### src/rtl/multicycle_control.sv
// Multi-cycle main control FSM: sequences fetch/decode/execute/memory/writeback
// and drives datapath muxes, enables and the ALU operation code.
module multicycle_control #(
    parameter bit HALT_ON_ILLEGAL = 1'b1
) (
    input  logic       clock,
    input  logic       reset,
    input  logic [3:0] opcode,
    input  logic [2:0] funct,
    input  logic       zero,
    input  logic       mem_ready,
    output logic [2:0] alu_control,
    output logic       alu_src_a,
    output logic [1:0] alu_src_b,
    output logic [1:0] pc_src,
    output logic       pc_en,
    output logic       iord,
    output logic       mem_req,
    output logic       mem_write,
    output logic       ir_write,
    output logic       reg_write,
    output logic       reg_dst,
    output logic       mem_to_reg,
    output logic       illegal,
    output logic [3:0] state
);

    typedef enum logic [3:0] {
        S_FETCH   = 4'd0,
        S_DECODE  = 4'd1,
        S_MEMADR  = 4'd2,
        S_MEMRD   = 4'd3,
        S_MEMWB   = 4'd4,
        S_MEMWR   = 4'd5,
        S_EXEC    = 4'd6,
        S_ALUWB   = 4'd7,
        S_BRANCH  = 4'd8,
        S_ADDIEX  = 4'd9,
        S_ADDIWB  = 4'd10,
        S_JUMP    = 4'd11,
        S_ILLEGAL = 4'd12
    } state_e;

    state_e     state_q, state_d;
    logic [2:0] funct_q, funct_d;
    logic       funct_legal;

    always_comb begin
        funct_legal = (funct == 3'b000) || (funct == 3'b001) || (funct == 3'b010) ||
                      (funct == 3'b110) || (funct == 3'b111);
    end

    // funct is captured in DECODE so EXEC does not depend on the IR staying stable
    always_comb begin
        funct_d = (state_q == S_DECODE) ? funct : funct_q;
    end

    always_ff @(posedge clock) begin
        if (reset) begin
            state_q <= S_FETCH;
            funct_q <= '0;
        end else begin
            state_q <= state_d;
            funct_q <= funct_d;
        end
    end

    always_comb begin
        state_d = S_FETCH;
        case (state_q)
            S_FETCH:  state_d = mem_ready ? S_DECODE : S_FETCH;
            S_DECODE: begin
                case (opcode)
                    4'b0000: state_d = funct_legal ? S_EXEC : S_ILLEGAL;
                    4'b0001,
                    4'b0010: state_d = S_MEMADR;
                    4'b0011: state_d = S_BRANCH;
                    4'b0100: state_d = S_ADDIEX;
                    4'b0101: state_d = S_JUMP;
                    default: state_d = S_ILLEGAL;
                endcase
            end
            S_MEMADR:  state_d = (opcode == 4'b0001) ? S_MEMRD : S_MEMWR;
            S_MEMRD:   state_d = mem_ready ? S_MEMWB : S_MEMRD;
            S_MEMWB:   state_d = S_FETCH;
            S_MEMWR:   state_d = mem_ready ? S_FETCH : S_MEMWR;
            S_EXEC:    state_d = S_ALUWB;
            S_ALUWB:   state_d = S_FETCH;
            S_BRANCH:  state_d = S_FETCH;
            S_ADDIEX:  state_d = S_ADDIWB;
            S_ADDIWB:  state_d = S_FETCH;
            S_JUMP:    state_d = S_FETCH;
            S_ILLEGAL: state_d = HALT_ON_ILLEGAL ? S_ILLEGAL : S_FETCH;
            default:   state_d = S_FETCH;
        endcase
    end

    always_comb begin
        alu_control = 3'b010;
        alu_src_a   = 1'b0;
        alu_src_b   = 2'b00;
        pc_src      = 2'b00;
        pc_en       = 1'b0;
        iord        = 1'b0;
        mem_req     = 1'b0;
        mem_write   = 1'b0;
        ir_write    = 1'b0;
        reg_write   = 1'b0;
        reg_dst     = 1'b0;
        mem_to_reg  = 1'b0;
        illegal     = 1'b0;
        case (state_q)
            S_FETCH: begin
                mem_req   = 1'b1;
                alu_src_b = 2'b01;
                ir_write  = mem_ready;
                pc_en     = mem_ready;
            end
            S_DECODE: alu_src_b = 2'b11;
            S_MEMADR: begin
                alu_src_a = 1'b1;
                alu_src_b = 2'b10;
            end
            S_MEMRD: begin
                iord    = 1'b1;
                mem_req = 1'b1;
            end
            S_MEMWB: begin
                reg_write  = 1'b1;
                mem_to_reg = 1'b1;
            end
            S_MEMWR: begin
                iord      = 1'b1;
                mem_req   = 1'b1;
                mem_write = 1'b1;
            end
            S_EXEC: begin
                alu_src_a   = 1'b1;
                alu_control = funct_q;
            end
            S_ALUWB: begin
                reg_write = 1'b1;
                reg_dst   = 1'b1;
            end
            S_BRANCH: begin
                alu_src_a   = 1'b1;
                alu_control = 3'b110;
                pc_src      = 2'b01;
                pc_en       = zero;
            end
            S_ADDIEX: begin
                alu_src_a = 1'b1;
                alu_src_b = 2'b10;
            end
            S_ADDIWB:  reg_write = 1'b1;
            S_JUMP: begin
                pc_src = 2'b10;
                pc_en  = 1'b1;
            end
            S_ILLEGAL: illegal = 1'b1;
            default:   alu_control = 3'b000;
        endcase
    end

    assign state = state_q;

endmodule

### config.mk
export PLATFORM = sky130hd
export DESIGN_NAME = multicycle_control
export DESIGN_NICKNAME = d
export VERILOG_FILES = /design/src/rtl/multicycle_control.sv
export SDC_FILE = /design/constraint.sdc
export NUM_CORES = 1
export LEC_CHECK = 0
export BUFFER_PORTS_ARGS = -buffer_cell sky130_fd_sc_hd__buf_4
export CORE_MARGIN = 8
export CORE_UTILIZATION = 50
export DETAILED_ROUTE_END_ITERATION = 16
export GPL_ROUTABILITY_DRIVEN = 0
export PLACE_DENSITY = 0.84
export SETUP_SLACK_MARGIN = 0.15
export SLEW_MARGIN = 10
export SYNTH_ARGS = -nofsm -noshare
export SYNTH_HDL_FRONTEND = slang
export SYNTH_SLANG_ARGS = --single-unit
export TNS_END_PERCENT = 1
### constraint.sdc
create_clock -name clock -period 2.76 [get_ports clock]
set_clock_uncertainty 0.1 [all_clocks]
set_input_delay 0.276 -clock clock [delete_from_list [all_inputs] [get_ports clock]]
set_output_delay 0.276 -clock clock [all_outputs]
set_load 0.01 [all_outputs]
==> run_summary.xml <==
<?xml version="1.0" encoding="UTF-8"?>
<metrics>
  <group name="pwr">
    <metric name="pwr-share-clk" unit="">0.218</metric>
    <metric name="max-vdd-ir-drop" unit="V">0.000344</metric>
    <metric name="net-switching-power" unit="W">0.000160</metric>
    <metric name="power_per_cell_area" unit="mW/mm^2">438</metric>
    <metric name="power.share.switching" unit="">0.378</metric>
    <metric name="internal-power" unit="W">0.000264</metric>
    <metric name="portion_of_total_power_attributed_to_sequential_cells" unit="">0.345</metric>
    <metric name="totalPowerFinal" unit="W">0.000424</metric>
    <metric name="comb_power_share" unit="">0.437</metric>
    <metric name="p_leak" unit="nW">0.433</metric>
  </group>
  <group name="logic_synthesis">
    <metric name="yosys.area.top_type" unit="">sky130_fd_sc_hd__dfxtp_1</metric>
    <metric name="synth_top_area_share" unit="">0.190</metric>
    <metric name="synth-main-ff-cell" unit="">sky130_fd_sc_hd__dfxtp_1</metric>
    <metric name="yosys.cell_types.count" unit="">35</metric>
    <metric name="ys_top_cells_by_area" unit="">sky130_fd_sc_hd__dfxtp_1 19%, sky130_fd_sc_hd__nor2_1 8.1%, sky130_fd_sc_hd__mux2i_1 6.8%</metric>
    <metric name="netlist_instances" unit="">100</metric>
    <metric name="syn_area" unit="sq um">738</metric>
    <metric name="share_of_synthesized_registers_carrying_an_async_set_or_reset" unit="">0</metric>
    <metric name="ys.warnings.count" unit="">0</metric>
    <metric name="count_of_state_elements_after_synthesis" unit="">7</metric>
    <metric name="syn_area_per_cell" unit="sq um">7.38</metric>
    <metric name="synth_sequential_area_ratio" unit="">0.190</metric>
    <metric name="synth_fp_nets" unit="">111</metric>
    <metric name="number_of_flops_mapped_to_enable_cells_by_yosys" unit="">0</metric>
  </group>
  <group name="floorplanning">
    <metric name="die_x" unit="microns">54.4</metric>
    <metric name="design.core.area" unit="sq mm">0.00144</metric>
    <metric name="initial_core_util" unit="">0.514</metric>
    <metric name="dieArea" unit="sq mm">0.00296</metric>
    <metric name="num_rows" unit="">14</metric>
    <metric name="die_h" unit="microns">54.4</metric>
    <metric name="num_io_pins" unit="">32</metric>
  </group>
  <group name="cts">
    <metric name="clock_insertion_delay_worst_skew" unit="ns">0.26</metric>
    <metric name="postCtsSetupBuffers" unit="">0</metric>
    <metric name="cts.reportedPaths.clkPinSlew" unit="ns">0.06</metric>
    <metric name="htreeDepth" unit="">1</metric>
    <metric name="cts_tree" unit="">built</metric>
    <metric name="cts_sinks" unit="">7</metric>
    <metric name="clock_path_buffers" unit="">2</metric>
    <metric name="root_buffer" unit="">sky130_fd_sc_hd__clkbuf_4</metric>
    <metric name="cts-hold-fix-buffers" unit="">0</metric>
    <metric name="post_cts_resize_count" unit="">0</metric>
    <metric name="number_of_buffers_created_by_cts" unit="">3</metric>
  </group>
  <group name="sta">
    <metric name="slew_headroom" unit="">0.449</metric>
    <metric name="finalSetupViolCount" unit="">0</metric>
    <metric name="report.final.hold_viol_count" unit="">0</metric>
    <metric name="timing.final.crit_share" unit="">0.824</metric>
    <metric name="finalMaxSlewViolations" unit="">0</metric>
    <metric name="fmax" unit="GHz">0.440</metric>
    <metric name="totalNegativeSetupSlack" unit="ns">0</metric>
    <metric name="fin_hold_ws" unit="ns">0.103</metric>
    <metric name="grt_setup_unrepaired" unit="">no</metric>
    <metric name="finalCriticalPeriod" unit="ns">2.27</metric>
    <metric name="final_critical_path_setup_slack" unit="ns">0.486</metric>
    <metric name="worstMarginPinSlew" unit="ns">0.826</metric>
  </group>
  <group name="placement">
    <metric name="port_buffers" unit="">31</metric>
    <metric name="placed_cell_area" unit="sq um">941</metric>
    <metric name="hpwl" unit="microns">1600</metric>
    <metric name="post-place-ws" unit="ns">0.794</metric>
  </group>
  <group name="worst_setup_path">
    <metric name="timing_endpoint_of_the_critical_path" unit="">pc_en</metric>
    <metric name="worstPathRequired" unit="ns">2.38</metric>
    <metric name="critPathSlowestCell" unit="">sky130_fd_sc_hd__dfxtp_1</metric>
    <metric name="critPathMaxStageDelay" unit="ns">0.86</metric>
    <metric name="critical_path_class" unit="">flip-flop to primary output</metric>
    <metric name="critical_path_peak_fanout" unit="">24</metric>
    <metric name="rr_startpoint" unit="">state[0]</metric>
    <metric name="worst_setup_path_end_kind" unit="">primary output</metric>
    <metric name="cp_cell_sequence" unit="">nor2_1 -&gt; and3_1 -&gt; a211o_1 -&gt; buf_4</metric>
    <metric name="worstSetupStartpointType" unit="">flip-flop</metric>
    <metric name="worstPathArrival" unit="ns">1.90</metric>
    <metric name="crit-reg2reg-capture" unit="">state[1]</metric>
    <metric name="worst_r2r_path_depth" unit="">4</metric>
    <metric name="regToRegSetupSlack" unit="ns">0.81</metric>
    <metric name="startpoint" unit="">state[1]</metric>
  </group>
  <group name="cells_and_area">
    <metric name="nets" unit="">139</metric>
    <metric name="summed_area_of_non_filler_cells_in_the_final_layout" unit="sq um">968</metric>
    <metric name="areaGrowthSynthToFinish" unit="%">31.2</metric>
    <metric name="layout-drive-gt1-share" unit="">0.323</metric>
    <metric name="insertedDiodeCount" unit="">0</metric>
  </group>
  <group name="detailed_routing">
    <metric name="dr.pass1.iters" unit="">4</metric>
    <metric name="drtAntennaViolNets" unit="">0</metric>
    <metric name="wirelength" unit="microns">2070</metric>
    <metric name="drc_violation_count_after_routing" unit="">0</metric>
    <metric name="post_drt_wl_per_cell" unit="microns">14.5</metric>
    <metric name="dr.first_iter.drc_count" unit="">16</metric>
    <metric name="dr_total_vias" unit="">825</metric>
    <metric name="via_per_inst" unit="">5.77</metric>
  </group>
  <group name="global_routing">
    <metric name="grt_antenna_before_repair" unit="">0</metric>
    <metric name="grt_pass1_vias" unit="">721</metric>
    <metric name="wire_length_of_the_first_global_routing_pass" unit="microns">3150</metric>
    <metric name="gr-usage-all-layers" unit="">0.141</metric>
    <metric name="gr-total-overflow" unit="">0</metric>
    <metric name="grt_max_degree" unit="">27</metric>
  </group>
  <group name="worst_hold_path">
    <metric name="timing.hold.worst_path_depth" unit="">2</metric>
    <metric name="class_of_the_tightest_hold_or_removal_check" unit="">primary input to flip-flop</metric>
  </group>
  <group name="outcome">
    <metric name="run_status" unit="">finished, final reports clean</metric>
  </group>
  <group name="flow_run">
    <metric name="max_capacitance_violation_count" unit="">0</metric>
  </group>
</metrics>
synthesized netlist by cell type (all sizes together), types with 2 or more instances:
master and number:
or3b 2, and3 3, mux2i 5, buf 8, a31oi 2, nor3 6
dfxtp 7, and2b 2, a21oi 9, nand2b 6, a21o 2, o21ai 6
mux2 2, nor2b 3, nand2 5, nor2 16
power groups by stage:
| stage | Combinational [W] | Sequential, W | Clock [W] |
|---|---|---|---|
| after CTS | 0.000186 | 0.000145 | 0.0000952 |
| after global placement | 0.000180 | 0.000146 | 0 |
| after global routing | 0.000200 | 0.000150 | 0.000106 |
| final | 0.000185 | 0.000146 | 0.0000925 |
| after detailed placement | 0.000185 | 0.000147 | 0 |
| after floorplan | 0.000134 | 0.000124 | 0 |
metrics by stage:
stage / util / cells
2_1_floorplan: - / 100
3_3_place_gp: 0.655 / 139
3_5_place_dp: 0.655 / 139
4_1_cts: 0.674 / 143
5_1_grt: 0.674 / 143
6_report: 0.674 / 143
worst min-delay path by stage:
stage | start | endpoint | slack, ns
final | reset | funct_q[0] | 0.10
after global routing | reset | funct_q[0] | 0.09
after CTS | reset | funct_q[0] | 0.1
after detailed placement | reset | funct_q[0] | 0.37
after global placement | reset | funct_q[1] | 0.37
after floorplan | reset | funct_q[0] | 0.25
layout make-up:
| cell class | count | area (sq um) |
|---|---|---|
| Clock buffer | 3 | 22.5 |
| Clock inverter | 1 | 5.00 |
| Fill cell | 125 | 468 |
| Inverter | 1 | 3.75 |
| Multi-Input combinational cell | 84 | 544 |
| Sequential cell | 7 | 140 |
| Tap cell | 16 | 20.0 |
| Timing Repair Buffer | 31 | 233 |
metal layers:
metal / GRT usage / share of wire / vias to the layer above
met5: 0 / 0 / -
met1: 0.153 / 0.39 / 369
met4: 0.0656 / 0.0077 / 0
met3: 0.0489 / 0.10 / 2
met2: 0.240 / 0.50 / 40
li1: - / - / 414
kinds of logic (layout without fill, tap and decap cells):
logic type | count (synthesis) | in the layout | synth area share
AOI/OAI and AO/OA | 28 | 28 | 0.253
muxes | 7 | 7 | 0.0983
DFF | 7 | 7 | 0.190
and+or+nand+nor | 48 | 48 | 0.375
xor gates and xnor gates | 1 | 1 | 0.0119
buffers and inverters | 9 | 36 | 0.0729
worst max-delay path, delay by kind of cell, from the launching register on:
kind                   cells  cell delay [ns]
flip-flops                 1             0.86
AND/OR/NAND/NOR            2             0.41
AO/OA/AOI/OAI              1             0.22
buffers and inverters      1             0.14
cells in the final DEF, fill, tap and decap left out, drive strengths merged:
cell type  count
buf           31
a22o           1
xnor2          1
mux2           2
or3b           2
inv            1
nor4bb         1
nor3b          1
and2b          2
a221o          1
a21bo          1
or4b           1
clkinv         1
nand3b         1
o21ai          6
a211o          1
nand2          5
a31oi          2
nor2          16
nor4b          1
mux2i          5
o21bai         1
clkbuf         3
o311ai         1
a21o           2
a21oi          9
nand2b         6
o221ai         1
nor3           6
nor2b          3
a221oi         1
and3           3
dfxtp          7
a2bb2oi        1
sequential cells by signal, summed over array words and instances (netlist names):
signal   count
funct_q      3
state        4
Power figures use the tool's default switching activity.
